### src/rtl/bru_exe.sv
// bru_exe: branch resolve stage, consumer end of the BRU issue handshake.
// Ports: CLK/RST, issue word in (vaild/ready), flush, result queue head out, pop, count.
module bru_exe #(
  parameter int EXE_DW = 134,
  parameter int DEPTH  = 4,
  parameter int AW     = 2
) (
  input  logic              CLK,
  input  logic              RST,
  input  logic              bru_exeparam_vaild,
  input  logic [EXE_DW-1:0] bru_exeparam,
  output logic              bru_exeparam_ready,
  input  logic              flush,
  output logic              bru_res_vaild,
  output logic              bru_res_taken,
  output logic              bru_res_illegal,
  input  logic              bru_res_pop,
  output logic [AW:0]       bru_res_cnt
);

  typedef struct packed {
    logic taken;
    logic illegal;
  } res_t;

  localparam logic [AW:0] FULL = (AW+1)'(DEPTH);

  res_t          ent [DEPTH];
  logic [AW-1:0] wptr;
  logic [AW-1:0] rptr;
  logic [AW:0]   cnt;

  logic [5:0]  op;
  logic [63:0] op1;
  logic [63:0] op2;
  logic        eq;
  logic        lt_s;
  logic        lt_u;
  logic [5:0]  hit;
  logic        legal;
  res_t        new_ent;

  logic        accept;
  logic        pop_eff;
  logic [AW:0] acc_w;
  logic [AW:0] pop_w;

  assign op  = bru_exeparam[133:128];
  assign op1 = bru_exeparam[127:64];
  assign op2 = bru_exeparam[63:0];

  assign eq   = (op1 == op2);
  assign lt_s = ($signed(op1) < $signed(op2));
  assign lt_u = (op1 < op2);

  // Condition per op bit, same order as the select field:
  // beq, bne, blt, bge, bltu, bgeu.
  assign hit = {eq, ~eq, lt_s, ~lt_s, lt_u, ~lt_u};

  // Exactly one select bit: nonzero and clearing the lowest set bit leaves zero.
  assign legal = (|op) && ~|(op & (op - 6'd1));

  always_comb begin
    new_ent         = '0;
    new_ent.illegal = ~legal;
    new_ent.taken   = legal & |(op & hit);
  end

  assign bru_exeparam_ready = (cnt != FULL);
  assign bru_res_vaild      = (cnt != '0);

  assign accept  = bru_exeparam_vaild & bru_exeparam_ready & ~flush;
  assign pop_eff = bru_res_pop & bru_res_vaild & ~flush;

  assign acc_w = {{AW{1'b0}}, accept};
  assign pop_w = {{AW{1'b0}}, pop_eff};

  always_comb begin
    bru_res_taken   = 1'b0;
    bru_res_illegal = 1'b0;
    if (bru_res_vaild) begin
      bru_res_taken   = ent[rptr].taken;
      bru_res_illegal = ent[rptr].illegal;
    end
  end

  assign bru_res_cnt = cnt;

  always_ff @(posedge CLK or posedge RST) begin
    if (RST) begin
      wptr <= '0;
      rptr <= '0;
      cnt  <= '0;
      for (int i = 0; i < DEPTH; i++) begin
        ent[i] <= '0;
      end
    end else if (flush) begin
      wptr <= '0;
      rptr <= '0;
      cnt  <= '0;
    end else begin
      if (accept) begin
        ent[wptr] <= new_ent;
        wptr      <= wptr + 1'b1;
      end
      if (pop_eff) begin
        rptr <= rptr + 1'b1;
      end
      cnt <= cnt + acc_w - pop_w;
    end
  end

endmodule

### config.mk
export PLATFORM = sky130hd
export DESIGN_NAME = bru_exe
export DESIGN_NICKNAME = d
export VERILOG_FILES = /design/src/rtl/bru_exe.sv
export SDC_FILE = /design/constraint.sdc
export NUM_CORES = 1
export LEC_CHECK = 0
export BUFFER_PORTS_ARGS = -buffer_cell sky130_fd_sc_hd__clkbuf_2
export CAP_MARGIN = 20
export CORE_ASPECT_RATIO = 1.2
export CORE_MARGIN = 2
export CORE_UTILIZATION = 49
export CTS_CLUSTER_SIZE = 20
export DETAILED_ROUTE_END_ITERATION = 8
export PLACE_DENSITY = 0.95
export REMOVE_ABC_BUFFERS = 1
export SYNTH_ARGS = -nofsm -noshare
export SYNTH_HDL_FRONTEND = slang
export SYNTH_SLANG_ARGS = --single-unit
### constraint.sdc
create_clock -name CLK -period 5.7 [get_ports CLK]
set_input_delay 0.855 -clock CLK [delete_from_list [all_inputs] [get_ports CLK]]
set_output_delay 0.855 -clock CLK [all_outputs]
set_load 0.01 [all_outputs]
Word level (Yosys, flattened, before mapping)

Cells that the tools add are included.

Add/subtract/negate cells: 5
$lt $le $gt $ge: 5
Equal/unequal tests: 2
Multiplexer cells: 13
Bitwise logic cells: 14
Reduce and logical (&&, ||, !) cells: 10

Operator list:

| operator            | count |
|---|---|
| $lt 64x64->1        | 2 |
| $eq 64x64->1        | 1 |
| $reduce_or 6->1     | 3 |
| $mux 2              | 7 |
| $and 6x6->6         | 2 |
| $bwmux 8            | 1 |
| $ge 3x3->1 const B  | 2 |
| $not 2->3           | 2 |
| $sub 6x1->6 const B | 1 |
| $and 1x1->1         | 5 |
| $not 1->1           | 5 |
| $add 2x1->2 const B | 2 |
| $bmux 2 s2          | 1 |
| $demux 2 s2         | 1 |
| $reduce_bool 2->1   | 2 |
| $add 3x1->3         | 1 |
| $lt 3x1->1 const B  | 1 |
| $mux 3              | 1 |
| $ne 3x3->1 const B  | 1 |
| $reduce_bool 3->1   | 1 |
| $sub 3x1->3         | 1 |
| $logic_and 1x1->1   | 2 |
| $mux 1              | 2 |
| $reduce_and 2->1    | 1 |
| $logic_not 1->1     | 1 |

Register bits: 15
Input bits: 139
Word-level logic and storage cells: 60

Depth between registers and ports, before layout

Gate-level depths: netlist (run 1).

Depth in word-level cells: 7
Mapped depth: 11
Mapped depth without buffers: 11

Worst setup path before layout (run 1)

OpenSTA, ideal clock, no wires.

Path kind: input -> register
From: input flush
To: register cnt[2] (netlist: bru_res_cnt[2])
Setup time: 0.130 ns
Arrival time: 2.515 ns
Setup slack: 3.055 ns
Cell stages on the path: 10
Path buffers: 1
Cells stage by stage: clkbuf_1 -> nor2_1 -> inv_1 -> ha_1 -> inv_1 -> ha_1 -> fa_1 -> xnor2_1 -> xnor2_1 -> nor2_1

Cells in the longest elaborated chain, start to end: 5
Elaborated cells between the ends (all ways): 6
Classes of those cells: 2 x add/sub; 1 x mux; 3 x bitwise

Ends and longest elaborated chain:

| element                    | line | RTL |
|---|---|---|
| start: declaration         | 13   | `input logic flush,` |
| $not 1->1 (no source line) | n/a  |  |
| $and 1x1->1                | 72   | `assign accept = bru_exeparam_vaild & bru_exeparam_ready & ~flush;` |
| $add 3x1->3                | 109  | `cnt <= cnt + acc_w - pop_w;` |
| $sub 3x1->3                | 109  |  |
| $mux 3 *                   | 97   | `end else if (flush) begin` |
| end signal: assignment     | 109  |  |
| end: declaration           | 31   | `logic [AW:0] cnt;` |

Every way passes the cells marked *; elsewhere a longest branch is shown, timed or not.
A chain may end at the register's enable or synchronous reset.

Final worst setup path (run 1)

From: input bru_exeparam[26]
To: register ent[7] in the netlist's numbering

Cells in the longest elaborated chain, start to end: 6
Elaborated cells between the ends (all ways): 10
Classes of those cells: 2 x order compare; 1 x eq/ne; 1 x mux; 5 x bitwise; 1 x reduce/logical

Ends and longest elaborated chain:

| element                                    | line | RTL |
|---|---|---|
| start: declaration                         | 11   | `input logic [EXE_DW-1:0] bru_exeparam,` |
| $lt 64x64->1, or another cell as far along | 54   | `assign lt_u = (op1 < op2);` |
| $not 1->1                                  | 58   | `assign hit = {eq, ~eq, lt_s, ~lt_s, lt_u, ~lt_u};` |
| $and 6x6->6 *                              | 66   | `new_ent.taken = legal & \|(op & hit);` |
| $reduce_or 6->1 *                          | 66   |  |
| $and 1x1->1 *                              | 66   |  |
| $bwmux 8 *                                 | 103  | `ent[wptr] <= new_ent;` |
| end signal: indexed assignment             | 103  |  |
| end: declaration                           | 28   | `res_t ent [DEPTH];` |

Marked as above.

==> flow_metrics.tcl, run 1 <==
set metrics [dict create \
    status "finished, final reports clean" \
    yosysWarningCount 0 \
    io_pins 146 \
    vias 2821 \
    min_path_type "flop to flop" \
    cap_viol_max_count 0 \
    worstHoldStart "ent[4]" \
    nFillCells 439 \
    async_flop_share 1.000 \
    crit_type "primary input to flop" \
    drc 0 \
    min_period_ns 2.742 \
    dp_slack_ns 2.654 \
    clock_sinks 15 \
    cts_htree_levels 1 \
    hpwlAfterDp_mm 6.377 \
    worst_slack_ns 2.958 \
    viasPerCell 5.243 \
    total_leakage_power_nw 2.072 \
    max_freq_ghz 0.3647 \
    fp-row-count 29 \
    avgSynthCellArea_um2 7.970 \
    cp-start-kind "primary input" \
    crit_path_end_kind "flop" \
    clk_latency_ns 0.25 \
    area_growth_pct 31.83 \
    antenna_cells 0 \
    ir_worst_vdd_uv 110.0 \
    clock-root-buffer "clkbuf_8" \
    cts.clk_slew.worst_paths_ns 0.06 \
    synth_edf_count 0 \
    netlist-cell-type-count 41 \
    die_w_um 70.88 \
    critical_path_buf_inv_count 2 \
    fin_worst_skew_ns 0.005060 \
    crit_start "bru_exeparam[26]" \
    ys.flop_type "dfrtp_1" \
    grt_overflow 0 \
    dieArea_mm2 0.005972 \
    synth_top_area_frac 0.3330 \
    grt_pass1_vias 3007 \
    grt_first_pass_wirelength_mm 11.85 \
    synth-seq-cells 15 \
    cp_max_fo 4 \
    hold_viol_final 0 \
    grt_max_degree 16 \
    yosys-top-cells-area "ha_1 33%, dfrtp_1 14%, inv_1 11%" \
    wl_per_cell_um 12.78 \
    wl_mm 6.878 \
    seq_area_frac_synth 0.1427 \
    drive_gt1_frac 0.3613 \
    cp.required_ns 5.82 \
    finalSetupViolCount 0 \
    grt.total_usage 0.2369 \
    drv_slew 0 \
    r2r-start "bru_res_cnt[2]" \
    coreArea_mm2 0.005225 \
    nNetsFinal 687 \
    die_h_um 84.26 \
    crit_arrival_ns 2.86 \
    netlist_area_mm2 0.002630 \
    cts_made_buffers 3 \
    critPathSlowestCell "a211oi_1" \
    gp_congestion 0.9205 \
    postCtsSetupRepairBufs 0 \
    cts_tree "done" \
    critPathTopFamily "compound AO/OA/AOI/OAI gates" \
    start_util 0.5034 \
    worst_pin_slew_ns 0.7338 \
    ctsResizeCount 0 \
    synth_cells 330 \
    first_pass_iters 4 \
    fin_setup_tns_ns 0 \
    drtIter0Drc 102 \
    synth_largest_area_cell "ha_1" \
    p_per_area_mw_per_mm2 161.8 \
    antenna_found_initial 0 \
    slowest_delay_ns 0.45 \
    antenna_left 0 \
    fin_util 0.6636 \
    rsz0062_at_grt "no" \
    portBuffers 145 \
    fin_crit_sh 0.4810 \
    max_slew_margin 0.5108 \
    cts_hold_buf 0 \
    cts_buffer_depth 2 \
    crit_chain "clkbuf_2, inv_1, ha_1, nand4_1, nor4_2, nand4_1, a31oi_1, a211oi_1, a211oi_1, o31ai_1" \
]
cells in the mapped netlist, types with 3 or more instances:
master    count
nand4_1      12
o31ai_1       4
a221oi_1      5
or2_2         4
inv_1        74
o21ai_1       7
xor2_1        3
nand3_1       9
nor3_1        4
dfrtp_1      15
a22oi_2       4
a21oi_1      28
a211oi_1      3
nand4_2       4
xnor2_1       3
nor2_1       15
o21ai_0       6
mux2_2        5
ha_1         70
nor2b_1       3
nand2_1      25
nand2b_1      3
stage by stage:
stage | total power (W) | hold WS [ns] | instance area [um^2] | std cells
after floorplan | 0.0003564 | 0.4738 | 2618 | 327
after detailed placement | 0.0004785 | 0.5144 | 3421 | 534
after global placement | 0.0004559 | 0.4858 | 3421 | 534
final | 0.0005611 | 0.5272 | 3467 | 538
after global routing | 0.0006163 | 0.5335 | 3467 | 538
after CTS | 0.0005658 | 0.5275 | 3467 | 538
layout by cell type (no fill, tap or decap), drive strengths merged, types with 2 or more instances in the layout:
| master | count |
|---|---|
| o211ai | 2 |
| o31ai | 4 |
| xor2 | 3 |
| ha | 70 |
| o21ai | 13 |
| and2 | 2 |
| a211oi | 3 |
| a221oi | 5 |
| clkbuf | 148 |
| mux2 | 6 |
| nand2b | 3 |
| nor4 | 3 |
| or2 | 4 |
| inv | 74 |
| nand2 | 25 |
| a22oi | 5 |
| nand4 | 16 |
| nand3 | 9 |
| xnor2 | 3 |
| mux4 | 2 |
| nor2b | 3 |
| nor2 | 15 |
| a21oi | 28 |
| nor3 | 4 |
| dfrtp | 15 |
sequential cells by signal (all words and copies together) (netlist names):
register / cells
bru_res_cnt: 3
ent: 8
rptr: 2
wptr: 2
logic make-up after synthesis:
kind of cell	count (synthesis)	share of synthesized area
and+or+nand+nor	90	0.1893
adders and majority gates	71	0.3406
buffers and inverters	77	0.1104
DFF	15	0.1427
muxes	9	0.04805
AOI/OAI and AO/OA	62	0.1489
xor gates and xnor gates	6	0.01998
power by group:
group / internal [W] / leakage, nW / switching, W
clock: 0.0000484 / 0.0255 / 0.0000373
combinational: 0.000158 / 1.85 / 0.000150
sequential: 0.000137 / 0.194 / 0.0000298
cell type report:
cell class | instances | area (um^2) | share of cell area
clock buffers | 3 | 41.29 | 0.01191
clock inverters | 1 | 5.005 | 0.001444
inverters | 74 | 277.8 | 0.08012
multi-input cells | 238 | 1964 | 0.5666
flip-flops and latches | 15 | 375.4 | 0.1083
well taps | 62 | 77.57 | 0.02237
repair buffers | 145 | 725.7 | 0.2093
worst paths after layout:
kind                       depth (start not counted)  slack [ns]              to
setup / recovery                                  10        2.96          ent[7]
hold / removal                                     1        0.53          ent[4]
setup reg to reg                                  11        3.22  bru_res_cnt[2]
hold reg to reg                                    1        0.53          ent[4]
max in group asynchronous                          2        4.69         rptr[1]
min in group asynchronous                          2        0.63          ent[2]
layer usage:
layer | global-route usage | up-vias | part of all wire
li1 | - | 1441 | -
met1 | 0.2539 | 1254 | 0.38
met2 | 0.4622 | 106 | 0.53
met3 | 0.04082 | 20 | 0.057
met4 | 0.07033 | 0 | 0.025
met5 | 0 | - | 0
(Power assumes the default switching activity.)
==> run 2, diff against run 1 <==
- CORE_UTILIZATION: 49 -> 46
- PLACE_DENSITY: 0.95 -> 0.93
- clock period: 5.7 -> 2.85 ns (I/O delays scaled with it)
==> flow_metrics.tcl, run 2 (synthesis gave the netlist of run 1 again) <==
set metrics [dict create \
    hpwlAfterDp_mm 6.214 \
    area_growth_pct 32.02 \
    drv_slew 0 \
    fp-row-count 30 \
    dp_slack_ns 0.2626 \
    worst_slack_ns 0.3650 \
    nFillCells 473 \
    multiInputGateArea_mm2 0.001964 \
    total_leakage_power_nw 2.068 \
    finalInstanceArea_mm2 0.003472 \
    cp.required_ns 2.99 \
    nNetsFinal 687 \
    vias 2803 \
    p_per_area_mw_per_mm2 323.2 \
    cts_tree "done" \
    ctsResizeCount 0 \
    final_cell_mix "145 x clkbuf_2, 74 x inv_1, 70 x ha_1" \
    final_common_cell "clkbuf_2" \
    cts.clk_slew.worst_paths_ns 0.07 \
    gp_congestion 0.8611 \
    place_area_mm2 0.003423 \
    rsz0062_at_grt "no" \
    dieArea_mm2 0.006341 \
    place_inst 536 \
    drc 0 \
    hold_viol_final 0 \
    min_path_type "primary input to async pin" \
    clock_sinks 15 \
    grt.total_usage 0.2170 \
    drtIter0Drc 89 \
    viasPerCell 5.191 \
    cts_hold_buf 0 \
    finalSetupViolCount 0 \
    final_cells 540 \
    cts_buffer_depth 2 \
    crit_arrival_ns 2.63 \
    cts_htree_levels 1 \
    antenna_left 0 \
    cp_max_fo 5 \
    die_h_um 86.83 \
    grt_overflow 0 \
    grt_max_degree 16 \
    grt_pass1_vias 2854 \
    start_util 0.4702 \
    top_register "ent" \
    seqCellArea_um2 375.4 \
    max_freq_ghz 0.4024 \
    grt_first_pass_wirelength_mm 11.19 \
    first_pass_iters 4 \
    crit_type "flop to flop" \
    fin_crit_sh 0.8719 \
    drive_gt1_frac 0.3613 \
    crit_path_end_kind "flop" \
    clk_latency_ns 0.26 \
    coreArea_mm2 0.005593 \
    worst_pin_slew_ns 0.7340 \
    fin_worst_skew_ns 0.004170 \
    clock-root-buffer "clkbuf_8" \
    ir_worst_vdd_uv 199.3 \
    wl_per_cell_um 12.41 \
    postCtsSetupRepairBufs 0 \
    fin_setup_tns_ns 0 \
    cts_made_buffers 3 \
    wl_mm 6.702 \
    status "finished, final reports clean" \
    portBuffers 145 \
    antenna_cells 0 \
    max_slew_margin 0.5107 \
    antenna_found_initial 0 \
    cp-start-kind "flop" \
    min_period_ns 2.485 \
    io_pins 146 \
    largest_reg_flops 8 \
    die_w_um 73.03 \
    cap_viol_max_count 0 \
]
## run 2: worst paths after layout
path | startpoint | end | slack (ns) | cells past startpoint
min in group CLK | bru_exeparam_vaild | wptr[1] | 0.43 | 3
worst min register to register | ent[2] | ent[2] | 0.51 | 1
max in group asynchronous | RST | wptr[1] | 2.27 | 2
worst min-delay path | RST | ent[1] | 0.20 | 2
worst max-delay path | bru_res_cnt[2] | bru_res_cnt[2] | 0.37 | 11
worst max register to register | bru_res_cnt[2] | bru_res_cnt[2] | 0.37 | 11
## run 2: where the power goes
group | internal (W) | leakage (nW) | switching [W] | total (W)
clock | 0.0000985 | 0.0217 | 0.0000855 | 0.000184
sequential | 0.000274 | 0.194 | 0.0000527 | 0.000327
combinational | 0.000317 | 1.85 | 0.000294 | 0.000611
total | 0.000689 | 2.07 | 0.000433 | 0.00112
## run 2: per-layer routing
layer  part of all wire  global-route usage  up-vias
met3              0.059             0.03953       14
met4              0.018             0.07239        0
li1                   -                   -     1439
met5                  0                   0        -
met1               0.37              0.2225     1253
met2               0.55              0.4267       97
## run 2: layout make-up
cell class	instances	area share
well taps	64	0.02306
clock inverters	1	0.002162
flip-flops and latches	15	0.1081
clock buffers	3	0.01189
multi-input cells	238	0.5658
inverters	74	0.08000
repair buffers	145	0.2090
## run 2: per-stage QoR
stage,hold WS [ns],util,power [W]
after CTS,0.2147,0.6208,0.001136
after global routing,0.2464,0.6208,0.001236
after global placement,0.4781,0.6121,0.0009111
after detailed placement,0.4933,0.6121,0.0009484
after floorplan,0.3290,-,0.0007128
final,0.2003,0.6208,0.001122
## run 2: critical path, stage by stage, from the launching register on
cell	delay, ns
dfrtp_1	0.41
or3b_1	0.22
nand2_1	0.11
nor2_1	0.26
inv_1	0.08
ha_1	0.28
inv_1	0.04
ha_1	0.18
fa_1	0.40
xnor2_1	0.21
xnor2_1	0.14
nor2_1	0.05
